File: config.mk
export PLATFORM = sky130hd
export DESIGN_NAME = sr_latch_sequencer
export DESIGN_NICKNAME = d
export VERILOG_FILES = /design/src/rtl/sr_seq_pkg.sv /design/src/rtl/rr_arbiter.sv /design/src/rtl/sr_latch_sequencer.sv
export SDC_FILE = /design/constraint.sdc
export NUM_CORES = 1
export LEC_CHECK = 0
export CAP_MARGIN = 20
export CORE_ASPECT_RATIO = 0.7
export CORE_MARGIN = 3
export CORE_UTILIZATION = 47
export CTS_CLUSTER_DIAMETER = 60
export DETAILED_ROUTE_END_ITERATION = 8
export PLACE_DENSITY = 0.78
export SLEW_MARGIN = 10
export SYNTH_ARGS = -nofsm -noshare
export SYNTH_HDL_FRONTEND = slang
export SYNTH_SLANG_ARGS = --single-unit
File: constraint.sdc
create_clock -name in_clk -period 1.7 [get_ports in_clk]
set_input_delay 0.34 -clock in_clk [delete_from_list [all_inputs] [get_ports in_clk]]
set_output_delay 0.34 -clock in_clk [all_outputs]
set_load 0.1 [all_outputs]
File: src/rtl/sr_seq_pkg.sv
// Shared types and constants for the sr_latch sequencer.
package sr_seq_pkg;

  typedef enum logic [1:0] {
    IDLE   = 2'd0,
    DRIVE  = 2'd1,
    SETTLE = 2'd2,
    RESP   = 2'd3
  } state_t;

  localparam logic OP_SET   = 1'b1;
  localparam logic OP_RESET = 1'b0;

endpackage

File: src/rtl/rr_arbiter.sv
// Combinational round-robin arbiter: first requester at or after ptr wins.
module rr_arbiter #(
  parameter int N = 4
) (
  input  logic [N-1:0]                  req,
  input  logic [(N > 1 ? $clog2(N) : 1)-1:0] ptr,
  output logic [N-1:0]                  gnt,
  output logic                          valid
);

  logic [N-1:0] rot;
  logic [N-1:0] oh;
  logic         found;

  // Rotate so bit 0 is the pointer position, pick lowest, rotate back.
  assign rot = N'({req, req} >> ptr);

  always_comb begin
    oh    = '0;
    found = 1'b0;
    for (int unsigned i = 0; i < N; i++) begin
      if (rot[i] && !found) begin
        oh[i] = 1'b1;
        found = 1'b1;
      end
    end
  end

  assign gnt   = N'(({oh, oh} << ptr) >> N);
  assign valid = |req;

endmodule

File: src/rtl/sr_latch_sequencer.sv
// Arbitrates N requesters onto one sr_latch and drives clean, exclusive S/R pulses.
module sr_latch_sequencer
  import sr_seq_pkg::*;
#(
  parameter int N_REQ         = 4,
  parameter int PULSE_CYCLES  = 2,
  parameter int SETTLE_CYCLES = 1
) (
  input  logic             in_clk,
  input  logic             in_rst,
  input  logic [N_REQ-1:0] in_req,
  input  logic [N_REQ-1:0] in_op,
  input  logic             in_q,
  output logic             out_s,
  output logic             out_r,
  output logic [N_REQ-1:0] out_gnt,
  output logic [N_REQ-1:0] out_ack,
  output logic             out_err,
  output logic             out_busy
);

  localparam int MAXC = (PULSE_CYCLES > SETTLE_CYCLES) ? PULSE_CYCLES : SETTLE_CYCLES;
  localparam int CW   = $clog2(MAXC + 1);
  localparam int PW   = (N_REQ > 1) ? $clog2(N_REQ) : 1;

  state_t           state_q, state_d;
  logic [CW-1:0]    cnt_q, cnt_d;
  logic             s_q, s_d, r_q, r_d;
  logic             op_q, op_d;
  logic [N_REQ-1:0] gnt_q, gnt_d;
  logic [PW-1:0]    ptr_q, ptr_d;
  logic [PW-1:0]    win, next_ptr;
  logic [N_REQ-1:0] arb_gnt;
  logic             arb_valid;

  rr_arbiter #(.N(N_REQ)) u_arb (
    .req   (in_req),
    .ptr   (ptr_q),
    .gnt   (arb_gnt),
    .valid (arb_valid)
  );

  always_comb begin
    win = '0;
    for (int unsigned i = 0; i < N_REQ; i++) begin
      if (gnt_q[i]) win = PW'(i);
    end
    next_ptr = (win == PW'(N_REQ - 1)) ? '0 : win + PW'(1);
  end

  always_ff @(posedge in_clk or posedge in_rst) begin
    if (in_rst) begin
      state_q <= IDLE;
      cnt_q   <= '0;
      s_q     <= 1'b0;
      r_q     <= 1'b0;
      op_q    <= 1'b0;
      gnt_q   <= '0;
      ptr_q   <= '0;
    end else begin
      state_q <= state_d;
      cnt_q   <= cnt_d;
      s_q     <= s_d;
      r_q     <= r_d;
      op_q    <= op_d;
      gnt_q   <= gnt_d;
      ptr_q   <= ptr_d;
    end
  end

  // S/R are set on the grant edge so the pulse starts in the first DRIVE cycle.
  always_comb begin
    state_d = state_q;
    cnt_d   = cnt_q;
    s_d     = s_q;
    r_d     = r_q;
    op_d    = op_q;
    gnt_d   = gnt_q;
    ptr_d   = ptr_q;
    out_ack = '0;
    out_err = 1'b0;
    case (state_q)
      IDLE: begin
        if (arb_valid) begin
          gnt_d   = arb_gnt;
          op_d    = |(in_op & arb_gnt);
          s_d     = (op_d == OP_SET);
          r_d     = (op_d != OP_SET);
          cnt_d   = CW'(PULSE_CYCLES - 1);
          state_d = DRIVE;
        end
      end
      DRIVE: begin
        if (cnt_q == '0) begin
          s_d     = 1'b0;
          r_d     = 1'b0;
          cnt_d   = CW'(SETTLE_CYCLES - 1);
          state_d = SETTLE;
        end else begin
          cnt_d = cnt_q - CW'(1);
        end
      end
      SETTLE: begin
        if (cnt_q == '0) state_d = RESP;
        else             cnt_d   = cnt_q - CW'(1);
      end
      RESP: begin
        out_ack = gnt_q;
        out_err = (in_q != op_q);
        gnt_d   = '0;
        ptr_d   = next_ptr;
        state_d = IDLE;
      end
      default: state_d = IDLE;
    endcase
  end

  assign out_s    = s_q;
  assign out_r    = r_q;
  assign out_gnt  = gnt_q;
  assign out_busy = (state_q != IDLE);

endmodule

==> results of run 1 <==
==> metrics by stage <==
stage	instance area, µm²	utilization	TNS (ns)	setup WS, ns
after floorplan	900	-	0	0.0101
after detailed placement	1330	0.800	-2.39	-0.328
after CTS	1380	0.827	0	0.00682
after global placement	1330	0.800	-1.21	-0.159
final	1440	0.862	0	0.0404
after global routing	1440	0.862	-0.0530	-0.0132
==> synthesized netlist by cell type, types with 2 or more instances <==
library cell | number | area share
clkbuf_1 | 2 | 0.0086
o21ai_0 | 10 | 0.057
nand2_1 | 14 | 0.060
o31ai_1 | 3 | 0.026
nand3_1 | 2 | 0.011
nand2b_1 | 3 | 0.022
a21oi_1 | 9 | 0.052
inv_1 | 13 | 0.056
ha_1 | 8 | 0.11
o22ai_1 | 2 | 0.014
and2_1 | 6 | 0.043
dfrtp_1 | 13 | 0.37
nor2_1 | 6 | 0.026
==> worst max-delay path by stage <==
| stage | slack (ns) | cells past startpoint | to |
|---|---|---|---|
| floorplan | 0.01 | 6 | out_r |
| global placement | -0.16 | 6 | out_r |
| detailed placement | -0.33 | 6 | out_r |
| CTS | 0.007 | 6 | out_r |
| global route | -0.01 | 3 | out_ack[3] |
| finish | 0.04 | 3 | out_err |
==> flip-flops by register name, summed over array words and instances (netlist names) <==
name / count
cnt_q: 2
op_q: 1
out_gnt: 4
out_r: 1
out_s: 1
ptr_q: 2
state_q: 2
==> cell families after synthesis <==
| kind of cell | count (synthesis) | synth area share |
|---|---|---|
| flops | 13 | 0.373 |
| mux | 2 | 0.0244 |
| xor+xnor | 1 | 0.0100 |
| buf+inv | 15 | 0.0646 |
| simple gates | 33 | 0.178 |
| fa+ha+maj | 8 | 0.115 |
| compound gates | 32 | 0.235 |
==> area by class of cell <==
type | instances | area, µm² | area share
Timing Repair Buffer | 35 | 439 | 0.306
Tap cell | 21 | 26.3 | 0.0183
Clock buffer | 4 | 26.3 | 0.0183
Inverter | 13 | 55.1 | 0.0383
Sequential cell | 13 | 334 | 0.233
Multi-Input combinational cell | 76 | 556 | 0.387
==> timing repair <==
item / in CTS / in global routing
pin swaps: 0 / 5
resized for setup: 4 / 11
endpoints found under the setup margin: 7 / 17
setup buffers: 0 / 3
==> metal layers <==
| layer | vias up | GRT usage | routed length [µm] |
|---|---|---|---|
| met2 | 38 | 0.374 | 1240 |
| met3 | 10 | 0.0769 | 184 |
| met4 | 0 | 0.0880 | 77 |
| li1 | 427 | - | - |
| met5 | - | 0 | 0 |
| met1 | 409 | 0.304 | 1180 |
==> summary.md, run 1 <==
| Metric | Value |
|---|---|
| Cell Area, Synth | ~870 µm² |
| Area grow syn2layout | 64.7% |
| Final net count | roughly 160 |
| Total track usage | 0.238 |
| Placed instance count | between 150 and 200 |
| Most frequent cells in the layout | nand2_1 (14), buf_4 (13), buf_12 (12) |
| Post-DRT Antenna Nets | 0 |
| CTS Root Cell | clkbuf_4 |
| Crit path launch | state_q[0] |
| Ports | 23 |
| Global placer's final weighted congestion | slightly above 0.9 |
| CTS tree | built |
| WL final | between 2000 and 3000 µm |
| FILL cells | between 90 and 100 |
| Die Wd | between 50 and 60 µm |
| Die Ht | between 40 and 50 µm |
| Layout cells sized above 1 | 0.369 |
| Delay-heaviest family, CP | flip-flops |
| Tmin final | 1.66 ns |
| Kind of critical path | flip-flop to primary output |
| EDFF count, synth | 0 |
| Main flop type after synthesis | dfrtp_1 |
| Worst hold path class | primary input to asynchronous set/reset pin |
| DR WL/cell | 16.5 µm |
| Worst EP arrival | around 1.3 ns |
| Yosys warning count | 0 |
| Register area share after synthesis | 0.373 |
| Htree depth | 1 |
| Unrepaired setup endpoints after global routing | true |
| Clk pin slew, worst setup/hold paths | ~0.090 ns |
| Initial drt markers | 50 |
| Status | finished clean |
| R2r worst-path depth | 5 |
| Worst hold margin | 0.358 ns |
| Flops & latches, synth | 13 |
| First-pass DRT Iterations | 4 |
| Clock Tree Buf Depth | 2 |
| Synth unique cells | 26 |
| Fin Clk Skew | roughly 0.011 ns |
| Critical R2R Launch | ptr_q[0] |
| Worst-path maximum fanout | 9 |
| Worst path bufs/invs | 1 |
| Fmax | between 0.6 and 0.7 GHz |
| Asr flop ratio synth | 1.00 |
| Detailed placement HPWL | around 2000 µm |
| TritonCTS Buffers | 3 |
| Congestion Overflow GR | 0 |
| Worst slew pin tran | 0.504 ns |
| Placeable Area | about 1700 µm² |
| Number of global-route vias before repair | between 800 and 900 |
| Initial Utilization | 0.523 |
| Final hold viol count | 0 |
| Via density | 5.46 |
| Fin. max-slew vios | 0 |
| Clk Latency, worst-skew pair | about 0.29 ns |
| Crit end category | primary output |
| Cell Chain, Critical Path | ha_4 > and2_2 > buf_12 |
| Setup slack, reg-to-reg | 0.09 ns |
| Worst path slowest cell | dfrtp_2 |
| Worst setup SP type | flip-flop |
| Die area | between 2000 and 2500 µm² |
| Pin count of the biggest net entering global routing | 14 |
| CP peak stage delay | between 0.4 and 0.5 ns |
| Initial antenna violation count | 0 |
| Mapped Nets | 123 |
| Relative slew slack | 0.664 |
| Max cap viols | 0 |
| PortBufs | 22 |
| Worst r2r dst | out_r |
| Critical path required time | approximately 1.4 ns |
| Crit share post-route | 0.976 |
| Final setup vio count | 0 |
| Global-route wire length before repair | 4210 µm |
| Post-synthesis average cell area | roughly 8.4 µm² |
| # DRC | 0 |
| Via count | between 800 and 900 |
| Clk sinks | 13 |
| Mapped Cells | 104 |
| Most common cell after layout, fill and taps aside | nand2_1 |
| Antenna cells | 0 |
| FP Rows | 12 |
| Hold_buf cts | 0 |
| Post-Layout Cell Count | about 160 |
Power of run 1 is not shown: default switching activity piles up to over one toggle a cycle in this logic, so the estimate is an artifact.
==> run 2: changes to the inputs <==
--- a/config.mk
+++ b/config.mk
@@ -12,6 +12,7 @@
 export CTS_CLUSTER_DIAMETER = 60
 export DETAILED_ROUTE_END_ITERATION = 8
 export PLACE_DENSITY = 0.78
+export SKIP_CTS_REPAIR_TIMING = 1
 export SLEW_MARGIN = 10
 export SYNTH_ARGS = -nofsm -noshare
 export SYNTH_HDL_FRONTEND = slang
==> summary.md, run 2 (synthesis gave the netlist of run 1 again) <==
| Metric | Value |
|---|---|
| TritonCTS Buffers | 3 |
| Pin count of the biggest net entering global routing | 14 |
| Global-route wire length before repair | between 4000 and 5000 µm |
| CTS Root Cell | clkbuf_4 |
| R2r worst-path depth | 5 |
| Crit end category | flip-flop |
| DR WL/cell | 16.9 µm |
| Clk sinks | 13 |
| Worst-path maximum fanout | 4 |
| Layout cells sized above 1 | 0.345 |
| Worst slew pin tran | approximately 0.51 ns |
| Kind of critical path | primary input to flip-flop |
| Global placer's final weighted congestion | between 0.9 and 1 |
| Die Wd | 57.5 µm |
| Relative slew slack | 0.662 |
| Placeable Area | around 1700 µm² |
| Initial antenna violation count | 0 |
| WL final | 2700 µm |
| Tmin final | 1.69 ns |
| Clk Latency, worst-skew pair | roughly 0.29 ns |
| Fin Clk Skew | about 0.013 ns |
| First-pass DRT Iterations | 5 |
| Initial drt markers | 31 |
| Worst r2r dst | op_q |
| Final instance area | roughly 1400 µm² |
| Clk pin slew, worst setup/hold paths | around 0.090 ns |
| CTS tree | built |
| Unrepaired setup endpoints after global routing | true |
| Critical R2R Launch | ptr_q[1] |
| Placed cell area | ~1300 µm² |
| Worst EP arrival | 1.84 ns |
| Via density | 5.55 |
| Congestion Overflow GR | 0 |
| Most frequent cells in the layout | nand2_1 (14), buf_12 (12), buf_4 (11) |
| Final setup TNS | 0 ns |
| Most common cell after layout, fill and taps aside | nand2_1 |
| Pre-CTS setup slack | -0.328 ns |
| Final hold viol count | 0 |
| Status | finished clean |
| PortBufs | 22 |
| Number of global-route vias before repair | approximately 850 |
| Antenna cells | 0 |
| Via count | just under 900 |
| Max FFs per register | 4 |
| Die Ht | roughly 42 µm |
| Ports | 23 |
| Setup slack, reg-to-reg | about 0.050 ns |
| Initial Utilization | 0.523 |
| Htree depth | 1 |
| # DRC | 0 |
| Area grow syn2layout | 60.8% |
| Die area | 2420 µm² |
| Clock Tree Buf Depth | 2 |
| Detailed placement HPWL | around 2000 µm |
| Final setup vio count | 0 |
| Total track usage | 0.225 |
| Crit share post-route | 0.993 |
| PnR worst setup slack | roughly 0.012 ns |
| Critical path required time | 1.85 ns |
| Max cap viols | 0 |
| Final net count | approximately 160 |
| FP Rows | 12 |
| Worst hold path class | primary input to asynchronous set/reset pin |
| Post-DRT Antenna Nets | 0 |
| Worst setup SP type | primary input |
| FILL cells | ~110 |
| Fin. max-slew vios | 0 |
| Fmax | between 0.5 and 0.6 GHz |
| Worst hold margin | 0.364 ns |
==> run 2: layer usage <==
metal,global-route usage,wire length [µm],up-vias
met5,0,0,-
met1,0.302,1200,407
met4,0.0602,49,0
met3,0.0738,216,8
met2,0.347,1230,47
li1,-,-,426
==> run 2: through the flow <==
step | instances | util
2_1_floorplan | 104 | -
3_3_place_gp | 155 | 0.800
3_5_place_dp | 155 | 0.800
4_1_cts | 159 | 0.816
5_1_grt | 160 | 0.842
6_report | 160 | 0.842
==> run 2: final cells by class <==
type,instances,area [µm²],area share
Timing Repair Buffer,33,428,0.305
Tap cell,21,26.3,0.0187
Multi-Input combinational cell,76,537,0.383
Inverter,13,52.6,0.0375
Sequential cell,13,333,0.237
Clock buffer,4,26.3,0.0187
==> run 2: how the worst max path moves through the flow <==
stage / startpoint / to / slack (ns) / depth (start not counted)
2_1_floorplan: state_q[0] / out_r / 0.01 / 6
3_3_place_gp: in_req[0] / out_r / -0.16 / 6
3_5_place_dp: in_req[2] / out_r / -0.33 / 6
4_1_cts: state_q[0] / out_err / -0.18 / 3
5_1_grt: in_req[3] / op_q / -0.05 / 6
6_report: in_req[3] / op_q / 0.01 / 6
==> run 2: critical path: stages <==
cell	delay, ns
clkdlybuf4s50_1	0.48
nor2_1	0.11
o221ai_2	0.28
o32ai_2	0.16
a311oi_2	0.33
o21ai_0	0.14
Power of run 2 is left out for the same reason.
